<file path="src/rtl/ultrasonic_echo_emulator.sv">
// ultrasonic_echo_emulator
//  Synthesizable stand-in for an HC-SR04 ranging sensor. A trigger pulse of at
//  least MIN_TRIG_CYCLES is answered, after a fixed burst delay, with an echo
//  pulse whose width encodes the distance latched at trigger fall. Too-short
//  triggers are flagged on trig_err. After every echo a holdoff period ignores
//  further trigger activity.
//
//  Ports
//   clk            in   1   system clock
//   rst_n          in   1   asynchronous active-low reset (assert async,
//                           release synchronised internally)
//   trigger        in   1   trigger from sensor controller, asynchronous
//   distance_cm    in   9   emulated distance, unsigned cm
//   object_present in   1   0 = no object, timeout-width echo
//   echo           out  1   echo pulse to sensor controller
//   busy           out  1   high whenever the FSM is not idle
//   trig_err       out  1   one-cycle pulse: trigger fell before minimum width
//   meas_count     out  16  completed echoes, wraps 0xFFFF -> 0
module ultrasonic_echo_emulator #(
  parameter int unsigned MIN_TRIG_CYCLES    = 500,
  parameter int unsigned BURST_DELAY_CYCLES = 10000,
  parameter int unsigned CYCLES_PER_CM      = 2900,
  parameter int unsigned MIN_CM             = 2,
  parameter int unsigned MAX_CM             = 400,
  parameter int unsigned TIMEOUT_CYCLES     = 1900000,
  parameter int unsigned HOLDOFF_CYCLES     = 500000
) (
  input  logic        clk,
  input  logic        rst_n,
  input  logic        trigger,
  input  logic [8:0]  distance_cm,
  input  logic        object_present,
  output logic        echo,
  output logic        busy,
  output logic        trig_err,
  output logic [15:0] meas_count
);

  // All cycle-count parameters are assumed to be at least 1.
  localparam logic [31:0] MIN_TRIG     = 32'(MIN_TRIG_CYCLES);
  localparam logic [31:0] BURST_LAST   = 32'(BURST_DELAY_CYCLES - 1);
  localparam logic [31:0] HOLDOFF_LAST = 32'(HOLDOFF_CYCLES - 1);
  localparam logic [31:0] CPC          = 32'(CYCLES_PER_CM);
  localparam logic [31:0] MIN_DIST     = 32'(MIN_CM);
  localparam logic [31:0] MAX_DIST     = 32'(MAX_CM);
  localparam logic [31:0] MIN_LEN      = 32'(MIN_CM * CYCLES_PER_CM);
  localparam logic [31:0] TIMEOUT_LEN  = 32'(TIMEOUT_CYCLES);

  typedef enum logic [2:0] {
    IDLE,
    TRIG,
    BURST,
    ECHO,
    HOLDOFF
  } state_t;

  state_t      state;
  logic [1:0]  rst_pipe;
  logic        rst_int_n;
  logic        trig_m;
  logic        trig_s;
  logic        trig_q;
  logic        trig_rise;
  logic        trig_fall;
  logic [31:0] trig_width;
  logic [31:0] cnt;
  logic [8:0]  dist_q;
  logic        present_q;
  logic [31:0] dist_ext;
  logic [31:0] echo_len;
  logic [31:0] echo_last;

  // Reset asserts asynchronously everywhere but is released two clocks later,
  // so no flop sees rst_n rise close to an active edge.
  always_ff @(posedge clk or negedge rst_n) begin
    if (!rst_n) begin
      rst_pipe <= '0;
    end else begin
      rst_pipe <= {rst_pipe[0], 1'b1};
    end
  end

  assign rst_int_n = rst_pipe[1];

  // Two-flop synchroniser plus one history flop for edge detection.
  always_ff @(posedge clk or negedge rst_int_n) begin
    if (!rst_int_n) begin
      trig_m <= 1'b0;
      trig_s <= 1'b0;
      trig_q <= 1'b0;
    end else begin
      trig_m <= trigger;
      trig_s <= trig_m;
      trig_q <= trig_s;
    end
  end

  assign trig_rise = trig_s & ~trig_q;
  assign trig_fall = ~trig_s & trig_q;

  // Echo width from the latched distance; the multiply is full 32-bit.
  always_comb begin
    dist_ext = 32'(dist_q);
    if (!present_q || (dist_ext > MAX_DIST)) begin
      echo_len = TIMEOUT_LEN;
    end else if (dist_ext < MIN_DIST) begin
      echo_len = MIN_LEN;
    end else begin
      echo_len = dist_ext * CPC;
    end
    echo_last = echo_len - 32'd1;
  end

  always_ff @(posedge clk or negedge rst_int_n) begin
    if (!rst_int_n) begin
      state      <= IDLE;
      trig_width <= '0;
      cnt        <= '0;
      dist_q     <= '0;
      present_q  <= 1'b0;
      echo       <= 1'b0;
      busy       <= 1'b0;
      trig_err   <= 1'b0;
      meas_count <= '0;
    end else begin
      trig_err <= 1'b0;
      case (state)
        IDLE: begin
          // Rise edge only: a trigger already high when holdoff ends is ignored.
          if (trig_rise) begin
            state      <= TRIG;
            busy       <= 1'b1;
            trig_width <= 32'd1;
          end
        end

        TRIG: begin
          if (trig_fall) begin
            if (trig_width >= MIN_TRIG) begin
              state     <= BURST;
              cnt       <= '0;
              dist_q    <= distance_cm;
              present_q <= object_present;
            end else begin
              state    <= IDLE;
              busy     <= 1'b0;
              trig_err <= 1'b1;
            end
          end else if (trig_width < MIN_TRIG) begin
            trig_width <= trig_width + 32'd1;
          end
        end

        BURST: begin
          if (cnt == BURST_LAST) begin
            state <= ECHO;
            cnt   <= '0;
            echo  <= 1'b1;
          end else begin
            cnt <= cnt + 32'd1;
          end
        end

        ECHO: begin
          if (cnt == echo_last) begin
            state      <= HOLDOFF;
            cnt        <= '0;
            echo       <= 1'b0;
            meas_count <= meas_count + 16'd1;
          end else begin
            cnt <= cnt + 32'd1;
          end
        end

        HOLDOFF: begin
          if (cnt == HOLDOFF_LAST) begin
            state <= IDLE;
            cnt   <= '0;
            busy  <= 1'b0;
          end else begin
            cnt <= cnt + 32'd1;
          end
        end

        default: begin
          state <= IDLE;
          cnt   <= '0;
          echo  <= 1'b0;
          busy  <= 1'b0;
        end
      endcase
    end
  end

endmodule
</file>
<file path="config.mk">
export PLATFORM = sky130hd
export DESIGN_NAME = ultrasonic_echo_emulator
export DESIGN_NICKNAME = d
export VERILOG_FILES = /design/src/rtl/ultrasonic_echo_emulator.sv
export SDC_FILE = /design/constraint.sdc
export NUM_CORES = 1
export LEC_CHECK = 0
export CAP_MARGIN = 20
export CORE_AREA = 3 3 120 133
export DETAILED_ROUTE_END_ITERATION = 12
export DIE_AREA = 0 0 123 136
export PLACE_DENSITY = 0.75
export RECOVER_POWER = 100
export SLEW_MARGIN = 20
export SYNTH_ARGS = -nofsm -noshare
export SYNTH_HDL_FRONTEND = slang
export SYNTH_SLANG_ARGS = --single-unit
</file>
<file path="constraint.sdc">
create_clock -name clk -period 2.9 [get_ports clk]
set_input_delay 0.58 -clock clk [delete_from_list [all_inputs] [get_ports clk]]
set_output_delay 0.58 -clock clk [all_outputs]
set_load 0.03 [all_outputs]
</file>
==> impl_results.md, run 1 <==
- Fin nets: 1178
- Status: finished, violations left
- Syn Std Cell Area: 0.00801 mm²
- Die span in y: 136 µm
- Number of port buffers: 31
- Final period util: 198%
- CTS root buf: clkbuf_16
- Die ar.: around 0.017 mm²
- Count leader, synth: dfrtp_1
- Area Overhead vs Synth: 34.0%
- CTS Buffer Depth: 2
- Top Ports: 32
- Worst stage delay on the critical path: 0.58 ns
- Number of vias per cell: between 6 and 7
- Hold Crit Class: reg2async
- Core area: around 0.015 mm²
- Pre-CTS WS: -2.85 ns
- Worst path top cell family by delay: adder cells
- Routed WL per cell: 18.4 µm
- Post-synth top area share: 31.5%
- Crit path required time: 3.20 ns
- Total power draw: 0.00660 W
- Hold Vio Cnt, Final: 0
- Synth cell count leaders: 101 x dfrtp_1, 97 x nor2_1, 66 x inv_1
- Mapped Nets: 1002
- RSZ-0062 raised after global routing: true
- Starting Density: a little under three fifths
- Drt initial violations: 670
- Worst-path fanout max: 15
- Critical path, cell by cell: buf_4 -> buf_4 -> ha_1 -> ha_1 -> inv_1 -> fa_1 -> fa_1 -> inv_2 -> ha_4 -> a21oi_2 -> nand2_2 -> or3_4 -> a211o_4 -> nor4b_4 -> buf_4 -> xnor2_2 -> nor2_1 -> o31a_1 -> o2111a_2 -> buf_12 -> a21oi_4 -> buf_12 -> and3b_1 -> a221o_1
- Multi-input gate area: 0.00565 mm²
- Max Slew Vio Count: 0
- Drt drc: 0
- Synth Area per Inst: 8.81 µm²
- Warning count from the yosys run: 0
- Post-synthesis register bit count: 101
- Setup crit end kind: flop
- Async set or reset register ratio after synthesis: 100%
- Sequential Area: 0.00253 mm²
- Failing checks: negative setup slack
- Worst R2R Setup Slack: -2.84 ns
- Pwr dens: between 600 and 700 mW/mm²
- Vias: 7741
- Number of max-cap violations: 0
- Minimum clock period after layout: between 5 and 6 ns
- Latest clock arrival within the worst-skew pair: 0.36 ns
- Clk sink count: approximately 100
- Final Skew: roughly 0.0087 ns
- Cells after synthesis: 910
- Most used flip-flop cell after synthesis: dfrtp_1
- Row count: 46
- Cell Area, Placed: 0.00975 mm²
- Die width: between 100 and 150 µm
- Critical Path Source Type: flop
- Clk pin slew, worst setup/hold paths: 0.08 ns
- FMAX: 0.174 GHz
- Top post-synthesis cells by area: dfrtp_1 32%, ha_1 9.2%, fa_1 5.0%
- Worst Max-Slew Pin Slew: 0.819 ns
- Post-synth cell types: 78
- Seq/Total Area, Yosys: approximately a third
- H-tree levels: 3
- Total wire length: 23600 µm
- CP max stage cell: fa_1
- CTS tree: done
- Layout cell share with drive strength beyond 1: about 28%
- Finished Cell Area: 0.0107 mm²
- All-Layer GR Usage: 27.6%
- Vias in the first global route: 7559
- Arr. time, crit path: 6.03 ns
- Post-synth EDFFs: 0
- Worst relative slew slack: a little under half
- Most used cell, CP: buf_4
- Initial antenna violation count: 0
- Critical path class: reg2reg
- Final WS setup: -2.84 ns
- Largest net degree at the start of global routing: 86
- First-pass detailed-route iteration total: 7
- Final setup viols: 52
- ANT cells: 0
- HPWL after DPL: 15400 µm
- Filler Cells Inserted: just over 900
- Gr ovfl total: 0
- Static Leak: 5.20 nW
- Largest area contributor in the netlist: dfrtp_1
- Post-route ant nets: 0
- VDD IR max: 0.484 mV
- First-pass GRT wire length: between 30000 and 40000 µm
- Placer Congestion: 0.897
- Bufs and invs on worst path: 7
- CTS Buf Count: 9
metal layers:
layer / global-route usage, % / wire [µm] / vias to the layer above
li1: - / - / 3592
met1: 35.5 / 9960 / 3733
met2: 45.2 / 11400 / 334
met3: 5.04 / 1320 / 82
met4: 12.5 / 916 / 0
met5: 0 / 0 / -
cell usage in the layout, fill, tap and decap left out, types with 8 or more instances in the layout:
master / n
ha_1: 50
nor2_1: 90
nor3_1: 21
nor4_1: 11
a21oi_2: 9
mux2i_1: 10
ha_4: 9
clkbuf_16: 10
mux2_2: 15
inv_1: 58
nor2b_1: 9
a21oi_1: 36
a31oi_1: 13
buf_12: 9
a21o_1: 18
a22o_1: 15
xor2_1: 33
nand3_1: 39
buf_4: 152
inv_2: 8
fa_1: 18
and2_1: 11
clkdlybuf4s50_1: 31
nand2_1: 60
and3_1: 23
dfrtp_1: 98
xnor2_1: 21
o21ai_1: 10
nand4_1: 16
o21ai_0: 26
buf_6: 8
kinds of logic (layout without fill, tap and decap cells):
kind of cell | after synthesis | count (layout) | share of synthesized area, %
and+or+nand+nor | 363 | 363 | 24.1
AOI/OAI and AO/OA | 177 | 177 | 14.8
buffers and inverters | 103 | 284 | 5.01
DFF | 101 | 101 | 31.5
adders and majority gates | 79 | 79 | 14.2
xor gates and xnor gates | 58 | 58 | 6.51
muxes | 28 | 28 | 3.76
other | 1 | 1 | 0.0468
where the power goes:
| group | switching, W | total, W | internal, W |
|---|---|---|---|
| clock | 0.000599 | 0.00120 | 0.000605 |
| combinational | 0.00199 | 0.00386 | 0.00186 |
| sequential | 0.0000814 | 0.00154 | 0.00146 |
worst reg2reg max path, delay by kind of cell, from the launching register on:
family | cells | cell delay (ns)
compound gates | 6 | 1.43
xor+xnor | 1 | 0.10
fa+ha+maj | 5 | 1.76
buf+inv | 7 | 0.94
flops | 1 | 0.43
simple gates | 5 | 1.01
layout make-up:
type | count | share of cell area, %
multi-input combinational | 706 | 52.6
sequential | 101 | 23.6
timing repair buffer | 202 | 16.5
inverter | 66 | 2.31
tap | 192 | 2.24
clock buffer | 9 | 2.10
clock inverter | 7 | 0.641
metrics by stage:
step	hold slack (ns)	utilization (%)	setup TNS, ns	std cells
floorplan	0.284	-	-125.19	910
global placement	0.185	66.9	-130.43	1240
detailed placement	0.187	66.9	-137.97	1240
CTS	0.191	71.9	-136.63	1271
global route	0.210	73.7	-154.59	1283
finish	0.194	73.7	-142.75	1283
flip-flops by register name (all words and copies together) (netlist names):
register	count
present_q	1
trig_err	1
busy	1
state	3
dist_q	9
trig_width	32
trig_s	1
rst_pipe	2
trig_m	1
cnt	32
echo	1
meas_count	16
trig_q	1
final timing paths:
check,start,end,cells after the start
hold reg to reg,rst_pipe[1]$_DFF_PN0_,dist_q[7]$_DFFE_PN0P_,0
min in group clk,trig_m$_DFF_PN0_,trig_s$_DFF_PN0_,0
setup reg to reg,dist_q[1]$_DFFE_PN0P_,cnt[25]$_DFFE_PN0P_,24
max in group asynchronous,rst_pipe[1]$_DFF_PN0_,cnt[16]$_DFFE_PN0P_,1
setup / recovery,dist_q[1]$_DFFE_PN0P_,cnt[25]$_DFFE_PN0P_,24
hold / removal,rst_pipe[1]$_DFF_PN0_,dist_q[7]$_DFFE_PN0P_,0
timing repair:
item | CTS | global route
buffers inserted | 13 | 13
hold buffers | 0 | 0
pin swaps | 13 | 22
endpoints found under the hold margin | 0 | 0
setup endpoints to repair | 52 | 62
resized for setup | 56 | 36
cloned | 2 | 1
(Power assumes the default switching activity.)
==> inputs of run 2 (changes only) <==
Settings changed: CORE_AREA 3 3 120 133 to 3 3 126 141, DIE_AREA 0 0 123 136 to 0 0 129 144, GPL_TIMING_DRIVEN set to 0, PLACE_DENSITY 0.75 to 0.68.
Clock period 2.9 ns to 5.1 ns, I/O delays scaled along.
==> impl_results.md, run 2 (same netlist as run 1, synthesis figures left out) <==
- Die span in y: 144 µm
- Total power draw: 0.00355 W
- FMAX: 0.175 GHz
- All-Layer GR Usage: 23.0%
- Max Slew Vio Count: 102
- CTS Buffer Depth: 2
- Vias in the first global route: between 6000 and 7000
- Final Skew: 0.0135 ns
- CTS root buf: clkbuf_16
- Setup TNS: -26.11 ns
- Static Leak: 4.72 nW
- HPWL after DPL: 14500 µm
- Latest clock arrival within the worst-skew pair: between 0.3 and 0.4 ns
- Finished Core Util: 61.4%
- Critical path class: reg2reg
- CTS tree: done
- VDD IR max: about 0.22 mV
- H-tree levels: 3
- Failing checks: max-capacitance violations, max-slew violations, negative setup slack
- Total wire length: 21000 µm
- Critical Path Source Type: flop
- Clk pin slew, worst setup/hold paths: 0.08 ns
- Largest net degree at the start of global routing: 56
- Core area: about 0.016 mm²
- First-pass detailed-route iteration total: 5
- Bufs and invs on worst path: 4
- Number of vias per cell: 5.88
- Placed insts: 1146
- Hold_ws: 0.352 ns
- Highest-count cells in the layout ignoring fill and taps: 92 x dfrtp_1, 91 x nor2_1, 60 x inv_1
- CTS Buf Count: 9
- Final setup viols: 52
- Critical path depth in cells: 22
- Non-Filler Instances: 1208
- Worst r2r src: dist_q[6]$_DFFE_PN0P_
- Hold path startpoint: rst_pipe[0]$_DFF_PN0_
- Gr ovfl total: 0
- Setup crit end kind: flop
- Die width: 129 µm
- Hold Crit Class: reg2reg
- Worst-path fanout max: 10
- Row count: 49
- Top Ports: 32
- Worst Max-Slew Pin Slew: 2.49 ns
- Post-route ant nets: 0
- Placer Congestion: 0.838
- Worst R2R Setup Slack: -0.62 ns
- Crit path required time: 5.35 ns
- Die ar.: 0.0186 mm²
- Drt initial violations: 440
- Fin nets: 1091
- Minimum clock period after layout: ~5.7 ns
- Clk sink count: between 100 and 150
- Largest regs: cnt (32), trig_width (32), meas_count (16)
- Vias: 7100
- Layout cell share with drive strength beyond 1: about 20%
- Most common cell after layout, fill and taps aside: dfrtp_1
- Routed WL per cell: about 17 µm
- Critical path, cell by cell: ha_4 -> xor2_1 -> ha_2 -> or2_4 -> fa_1 -> fa_1 -> ha_4 -> buf_8 -> a21o_1 -> a222oi_1 -> nand3_1 -> o211ai_1 -> buf_4 -> o21ai_1 -> and4b_2 -> mux2i_4 -> nor4b_4 -> a21oi_4 -> buf_4 -> buf_8 -> a21o_1 -> a22o_1
- Worst path top cell family by delay: adder cells
- R2R depth: 22
- Number of port buffers: 31
- Area Overhead vs Synth: 25.0%
- Worst stage delay on the critical path: 0.55 ns
- Hold Vio Cnt, Final: 0
- Final period util: 112%
- Status: finished, violations left
- First-pass GRT wire length: 34700 µm
- Hold Path Depth: 0
- Number of max-cap violations: 2
- Worst relative slew slack: -66.3%
- CP startpoint: dist_q[6]$_DFFE_PN0P_
- Arr. time, crit path: 5.97 ns
- RSZ-0062 raised after global routing: true
- Pwr dens: 354 mW/mm²
- Drt drc: 0
- CP max stage cell: fa_1
- Initial antenna violation count: 0
- Final WS setup: -0.620 ns
- Starting Density: 49.1%
- ANT cells: 0
run 2: cell types whose count changed in the layout (fill, tap and decap cells not counted), sizes merged:
cell,change
clkinv,+1
buf,-113
dlygate4sd3,+21
clkinvlp,-1
clkbuf,+26
clkdlybuf4s50,-21
run 2: per-layer routing:
metal / vias up / track usage [%] / share of wire [%]
met2: 123 / 38.0 / 48
li1: 3420 / - / -
met1: 3527 / 31.7 / 46
met3: 30 / 2.96 / 3.3
met5: - / 0 / 0
met4: 0 / 7.13 / 2.0
run 2: per-stage QoR:
stage	setup slack [ns]	instance area (µm²)
floorplan	-0.344	8210
global placement	-1.04	8770
detailed placement	-1.13	8800
CTS	-0.584	9540
global route	-0.810	10000
finish	-0.620	10000
run 2: power by group:
part,leakage [nW],internal [W],switching [W]
clock network,0.152,0.000355,0.000367
logic,3.21,0.000874,0.00108
registers,1.35,0.000829,0.0000367
run 2: final cells by class:
type	instances	area [µm²]
fill	1343	6290
multi-input combinational	706	5700
sequential	101	2540
timing repair buffer	81	736
tap	204	255
inverter	66	253
clock buffer	9	225
buffer	34	214
clock inverter	7	91.3
run 2: timing repair:
| item | in CTS | in global routing |
|---|---|---|
| gates cloned | 1 | 2 |
| gates resized for setup | 56 | 67 |
| buffers inserted | 29 | 17 |
| pin swaps | 24 | 41 |
| hold buffers | 0 | 0 |
| setup endpoints to repair | 52 | 52 |
run 2: final timing paths:
path,endpoint
max,cnt[18]$_DFFE_PN0P_
min,rst_pipe[1]$_DFF_PN0_
max reg2reg,cnt[18]$_DFFE_PN0P_
min reg2reg,rst_pipe[1]$_DFF_PN0_
max in group asynchronous,dist_q[3]$_DFFE_PN0P_
min in group asynchronous,rst_pipe[0]$_DFF_PN0_
run 2: worst reg2reg max path: stages (launching register included):
cell      delay (ns)
dfrtp_2         0.49
ha_4            0.21
xor2_1          0.16
ha_2            0.19
or2_4           0.25
fa_1            0.48
fa_1            0.55
ha_4            0.22
buf_8           0.13
a21o_1          0.16
a222oi_1        0.36
nand3_1         0.14
o211ai_1        0.29
buf_4           0.19
o21ai_1         0.08
and4b_2         0.32
mux2i_4         0.23
nor4b_4         0.40
a21oi_4         0.11
buf_4           0.16
buf_8           0.14
a21o_1          0.16
a22o_1          0.18
==> inputs of run 3 (changes only) <==
Settings changed: ABC_AREA set to 1, CORE_AREA 3 3 126 141 to 3 3 173 192, DIE_AREA 0 0 129 144 to 0 0 176 195, PLACE_DENSITY 0.68 to not set.
==> impl_results.md, run 3 <==
- Status: finished, violations left
- Failing checks: max-capacitance violations, max-slew violations
- Worst R2R Setup Slack: 0.10 ns
- Critical Path Source Type: flop
- FMAX: roughly 0.20 GHz
- Synth Area in Adders: 12.1%
- Synth Area per Inst: roughly 6.7 µm²
- Clk sink count: 101
- Static Leak: 5.56 nW
- Final Skew: 0.0150 ns
- Core area: 0.0314 mm²
- Starting Density: 30.0%
- Die width: 176 µm
- H-tree levels: 3
- Hold Path Depth: 0
- Max Slew Vio Count: 102
- CTS Buf Count: 9
- Most used cell, CP: nand2_2
- Arr. time, crit path: 5.23 ns
- Fin nets: 1587
- Final WS setup: 0.103 ns
- CTS tree: done
- Seq/Total Area, Yosys: 26.8%
- HPWL after DPL: 19400 µm
- Placer Congestion: 0.869
- Cells after synthesis: between 1000 and 1500
- Most common cell after layout, fill and taps aside: nand2_1
- Worst stage delay on the critical path: 0.52 ns
- Hold-fix buffers, CTS: 0
- Number of port buffers: 31
- Bufs and invs on worst path: 7
- Worst hold path endpoint: trig_s$_DFF_PN0_
- Pre-CTS WS: -0.419 ns
- Die span in y: 195 µm
- Total wire length: approximately 26000 µm
- Post-synthesis mux area share: 0%
- Initial antenna violation count: 0
- Final period util: 98.0%
- Syn Std Cell Area: 0.00942 mm²
- Top post-synthesis cells by area: dfrtp_1 27%, nand2_1 15%, inv_1 9.8%
- Worst Max-Slew Pin Slew: 2.47 ns
- Gr ovfl total: 0
- R2R depth: 29
- Minimum clock period after layout: about 5 ns
- Latest clock arrival within the worst-skew pair: 0.36 ns
- Routed WL per cell: 13.7 µm
- Worst r2r src: dist_q[2]$_DFFE_PN0P_
- Drt initial violations: around 650
- Largest net degree at the start of global routing: 52
- Post-synth EDFFs: 0
- Finished Core Util: a little under two fifths
- Drt drc: 0
- Filler Cells Inserted: 3236
- Compound-Gate Fraction of Synth Area: under 10%
- Largest family of logic cells by synthesized area: simple AND/OR/NAND/NOR gates
- Reg-to-Reg End: cnt[15]$_DFFE_PN0P_
- Layout cell share with drive strength beyond 1: between 10% and 20%
- Clk pin slew, worst setup/hold paths: 0.08 ns
- Simple-Gate Fraction of Synth Area: between 40% and 50%
- Pwr dens: approximately 130 mW/mm²
- Largest area contributor in the netlist: dfrtp_1
- Post-route ant nets: 0
- Hold path startpoint: trig_m$_DFF_PN0_
- Row count: between 60 and 70
- Count leader, synth: nand2_1
- Highest-count cells in the layout ignoring fill and taps: 348 x nand2_1, 232 x inv_1, 123 x nand3_1
- Die ar.: 0.0343 mm²
- Number of max-cap violations: 2
- CP max stage cell: fa_1
- Post-synth cell types: 46
- Area Overhead vs Synth: 25.3%
- Vias in the first global route: 9030
- Top Ports: 32
- First-pass detailed-route iteration total: 6
- Mapped Nets: 1502
- Setup TNS: 0 ns
- Hold Crit Class: reg2reg
- VDD IR max: 0.113 mV
- Setup crit end kind: flop
- Worst relative slew slack: -64.6%
- CTS root buf: clkbuf_16
- Final setup viols: 0
- Post-synth top area share: 26.8%
- Critical path class: reg2reg
- Synth cell count leaders: 382 x nand2_1, 247 x inv_1, 157 x nand3_1
- Crit path required time: ~5.3 ns
- Vias: 9209
- Worst-path fanout max: 6
- Post-Synth XOR/XNOR Area: 4.37%
- Number of vias per cell: 4.80
- Largest regs: cnt (32), trig_width (32), meas_count (16)
- CTS Buffer Depth: 2
- Worst path top cell family by delay: adder cells
- RSZ-0062 raised after global routing: true
- Hold Vio Cnt, Final: 0
- Post-synthesis register bit count: 101
- First-pass GRT wire length: 43000 µm
- Hold_ws: around 0.35 ns
- All-Layer GR Usage: 15.0%
- Warning count from the yosys run: 0
- Async set or reset register ratio after synthesis: 100%
- ANT cells: 0
- Most used flip-flop cell after synthesis: dfrtp_1
-- run 3: changes by cell type in the layout (fill, tap and decap cells not counted), moves of 22 or more --
cell / before / now
and3_1: 22 / 0
nand3_2: 2 / 28
nand4_1: 16 / 64
nand2_2: 4 / 35
inv_1: 60 / 232
nand3_1: 39 / 123
nand2_1: 59 / 348
-- run 3: area by class of cell --
cell class	count	area [µm²]	share of cell area, %
multi-input combinational	1020	6560	55.6
tap	420	526	4.45
inverter	253	956	8.10
clock buffer	9	225	1.91
timing repair buffer	74	713	6.04
buffer	36	204	1.73
sequential	101	2540	21.5
clock inverter	7	78.8	0.668
-- run 3: cell families (layout without fill, tap and decap cells) --
| family | after synthesis | count (layout) |
|---|---|---|
| simple gates | 823 | 823 |
| xor+xnor | 47 | 47 |
| fa+ha+maj | 79 | 79 |
| buf+inv | 289 | 379 |
| other cells | 1 | 1 |
| compound gates | 70 | 70 |
| flops | 101 | 101 |
-- run 3: worst max path at each step --
stage                          start  slack [ns]                         end  cells past startpoint
6_report       dist_q[2]$_DFFE_PN0P_        0.10         cnt[15]$_DFFE_PN0P_                     29
4_1_cts        dist_q[5]$_DFFE_PN0P_       0.007         cnt[13]$_DFFE_PN0P_                     28
3_5_place_dp   dist_q[6]$_DFFE_PN0P_       -0.42   meas_count[6]$_DFFE_PN0P_                     26
5_1_grt        dist_q[2]$_DFFE_PN0P_       -0.14         cnt[16]$_DFFE_PN0P_                     29
2_1_floorplan  dist_q[6]$_DFFE_PN0P_        0.40   meas_count[7]$_DFFE_PN0P_                     25
3_3_place_gp   dist_q[6]$_DFFE_PN0P_       -0.34  meas_count[15]$_DFFE_PN0P_                     24
-- run 3: per-layer routing --
layer	routed length, µm	part of all wire [%]	global-route usage (%)	vias up
li1	-	-	-	4665
met5	0	0	0	-
met3	938	3.6	2.18	39
met2	13300	51	26.8	176
met4	479	1.8	3.37	0
met1	11500	44	19.0	4329
-- run 3: power breakdown --
| group | switching (W) | internal (W) | total (W) |
|---|---|---|---|
| clock | 0.000348 | 0.000388 | 0.000735 |
| sequential | 0.00000810 | 0.000802 | 0.000810 |
| combinational | 0.0000104 | 0.00000835 | 0.0000187 |
-- run 3: what timing repair did --
| item | CTS | global route |
|---|---|---|
| endpoints found under the setup margin | 52 | 52 |
| gates cloned | 1 | 1 |
| buffers inserted | 24 | 16 |
| resized for setup | 70 | 127 |
| pin swaps | 24 | 57 |
-- run 3: per-stage QoR --
| step | instances | area, µm² | power [W] |
|---|---|---|---|
| after global placement | 1861 | 10300 | 0.000846 |
| final | 1920 | 11800 | 0.00156 |
| after CTS | 1903 | 11100 | 0.00159 |
| after floorplan | 1410 | 9420 | 0.000830 |
| after detailed placement | 1862 | 10300 | 0.000849 |
| after global routing | 1920 | 11800 | 0.00161 |
==> edit, RTL diff (settings of run 1) <==
Put one more register stage on the output `trig_err`, with the module's reset. The value now appears one clock later. The other outputs are not delayed to match. Comments in the files are not updated.
--- a/src/rtl/ultrasonic_echo_emulator.sv
+++ b/src/rtl/ultrasonic_echo_emulator.sv
@@ -54,6 +54,8 @@
     HOLDOFF
   } state_t;
 
+  logic trig_err_s0;
+
   state_t      state;
   logic [1:0]  rst_pipe;
   logic        rst_int_n;
@@ -120,10 +122,10 @@
       present_q  <= 1'b0;
       echo       <= 1'b0;
       busy       <= 1'b0;
-      trig_err   <= 1'b0;
+      trig_err_s0 <= 1'b0;
       meas_count <= '0;
     end else begin
-      trig_err <= 1'b0;
+      trig_err_s0 <= 1'b0;
       case (state)
         IDLE: begin
           // Rise edge only: a trigger already high when holdoff ends is ignored.
@@ -144,7 +146,7 @@
             end else begin
               state    <= IDLE;
               busy     <= 1'b0;
-              trig_err <= 1'b1;
+              trig_err_s0 <= 1'b1;
             end
           end else if (trig_width < MIN_TRIG) begin
             trig_width <= trig_width + 32'd1;
@@ -192,4 +194,12 @@
     end
   end
 
+  always_ff @(posedge clk or negedge rst_n) begin
+    if (!rst_n) begin
+      trig_err <= '0;
+    end else begin
+      trig_err <= trig_err_s0;
+    end
+  end
+
 endmodule
Formal check against the unedited RTL: not equivalent (Yosys sat finds a counterexample within 10 cycles, from zero or initial values and one cycle with rst_n low).
==> edit against run 1 <==
  * The run ends with max-capacitance violations, max-slew violations, negative setup slack left
  * Power is 4.2% higher
  * Final cell count is 3.7% higher
  * Routed wire length increased by 2.9%
  * Worst setup slack worse by 130 ps
  * Cell area up 2.0%
  * Synthesized area down 0.44%
  * Sequential cell count rose by 1
  * Synthesized cell count grew 2.2%
  * Clock skew increased by 8.9 ps
  * Critical path type unchanged
  * Largest cell class unchanged
==> edit: results <==
group,metric,value,unit
sta,final_max_slew_viol_count,52,
final_layout,design.final.nets,1225,
critical_path,timing.critical_path.from_type,"flip-flop",
logic_synthesis,synth_fp_nets,1022,
status,violations_in_the_final_reports,"max-capacitance violations, max-slew violations, negative setup slack",
routing,detailedRoute.firstPassIterationCount,5,
routing,finalWirelength,24.2,mm
place,dpl.cell_count,1277,
global_routing,grtUsageTotal,27.0,%
place,dp_slack,-2850,ps
logic_synthesis,synth-main-ff-cell,"sky130_fd_sc_hd__dfrtp_1",
routing,detail_route.wirelength.met1,10.1,mm
routing,routed-wl-met2,12.2,mm
clocking,post_cts_resized,61,
critical_path,critPathSlowestCell,"sky130_fd_sc_hd__fa_2",
logic_synthesis,synthArstFlopShare,100,%
critical_path,worstReg2RegStart,"dist_q[2]",
sta,slew_headroom,-39.5,%
global_routing,number_of_global_route_vias_before_repair,7716,
place,gp_congestion,0.871,
final_layout,final.fill_count,900,
critical_path,timing.critical_path.slowest_cell_delay,560,ps
routing,wl_met3,1.26,mm
global_routing,grt_first_pass_wirelength,36.5,mm
routing,routedWlPerCell,18.2,microns
hold_path,hold_wc_path_type,"reg -> reg",
logic_synthesis,synth.distinct_cells,64,
final_layout,n_antenna_cell,0,
logic_synthesis,netlist_top_cells_count,"sky130_fd_sc_hd__dfrtp_1 (102), sky130_fd_sc_hd__nand2_1 (99), sky130_fd_sc_hd__nor2_1 (95)",
place,hpwl,15.2,mm
sta,finalSetupTns,-150920,ps
sta,post-route-worst-setup-slack,-2960,ps
global_routing,number_of_antenna_violations_at_the_first_check_in_global_routing,0,
pwr,peakVddDrop,0.565,mV
clocking,clock_buffer_count_from_cts,9,
logic_synthesis,synth-seq-area-share,32.0,%
sta,setup-violations-final,65,
hold_path,min_from,"trig_m",
logic_synthesis,postSynthCellCount,930,
clocking,maximum_root_to_sink_buffer_count,2,
global_routing,maximum_number_of_pins_on_one_net_before_global_route_repair,52,
critical_path,timing.critical_path.fanout_max,16,
final_layout,drive_gt1_share,31.2,%
place,placed_cell_area,9810,sq um
critical_path,worst-endpoint-arrival,6100,ps
pwr,cellLeakagePower,5.06,nW
clocking,cts.repair_timing.setup_buffer_count,16,
status,run_status,"finished, violations left",
routing,viasPerCell,5.98,
routing,first_iter_violations,720,
clocking,clk_pin_slew,80,ps
logic_synthesis,netlist_top_cells_area,"sky130_fd_sc_hd__dfrtp_1 (32%), sky130_fd_sc_hd__ha_1 (9.3%), sky130_fd_sc_hd__fa_1 (5.0%)",
run,cap_viol_max_count,1,
critical_path,timing.critical_path.max_delay_family,"adder cells",
sta,timing.clock.skew,17.5,ps
[edit: cell count changes after synthesis, sizes merged, moves of 7 or more]
cell | run 1 | this run
o21a | 1 | 8
nor4 | 19 | 12
o211ai | 2 | 30
nand2 | 63 | 99
o21ai | 39 | 48
xor2 | 34 | 23
a22o | 16 | 1
or2 | 3 | 10
a21oi | 47 | 29
a21o | 18 | 6
[edit: logic make-up after synthesis]
group	after synthesis	synth area share, %
other	1	0.0470
DFF	102	32.0
AOI/OAI and AO/OA	185	16.3
buffers and inverters	110	5.47
muxes	17	2.32
adders and majority gates	79	14.3
xor gates and xnor gates	52	5.71
and+or+nand+nor	384	23.9
[edit: power by group]
part | switching, W | internal (W) | total [W] | leakage (nW)
registers | 0.0000421 | 0.00146 | 0.00150 | 1.35
logic | 0.00209 | 0.00204 | 0.00413 | 3.57
clock network | 0.000628 | 0.000619 | 0.00125 | 0.151
total | 0.00276 | 0.00412 | 0.00688 | 5.06
[edit: final cells by class]
class / count / area [sq um] / share of cell area (%)
well taps: 192 / 240 / 2.19
clock buffers: 9 / 225 / 2.06
inverters: 68 / 258 / 2.35
flip-flops and latches: 102 / 2560 / 23.4
clock inverters: 7 / 86.3 / 0.788
multi-input cells: 718 / 5680 / 51.8
repair buffers: 234 / 1910 / 17.4
[edit: routing by layer]
layer	vias up	track usage, %
li1	3696	-
met2	284	45.7
met3	62	3.70
met4	0	8.49
met5	-	0
met1	3917	35.8
[edit: worst paths after layout]
| path | to | slack (ps) | cells past startpoint |
|---|---|---|---|
| min in group asynchronous | rst_pipe[0] | 490 | 1 |
| setup / recovery | meas_count[1] | -2960 | 21 |
| max in group asynchronous | dist_q[3] | 260 | 1 |
| hold / removal | trig_s | 350 | 0 |
| setup reg to reg | meas_count[1] | -2960 | 21 |
| hold reg to reg | trig_s | 350 | 0 |
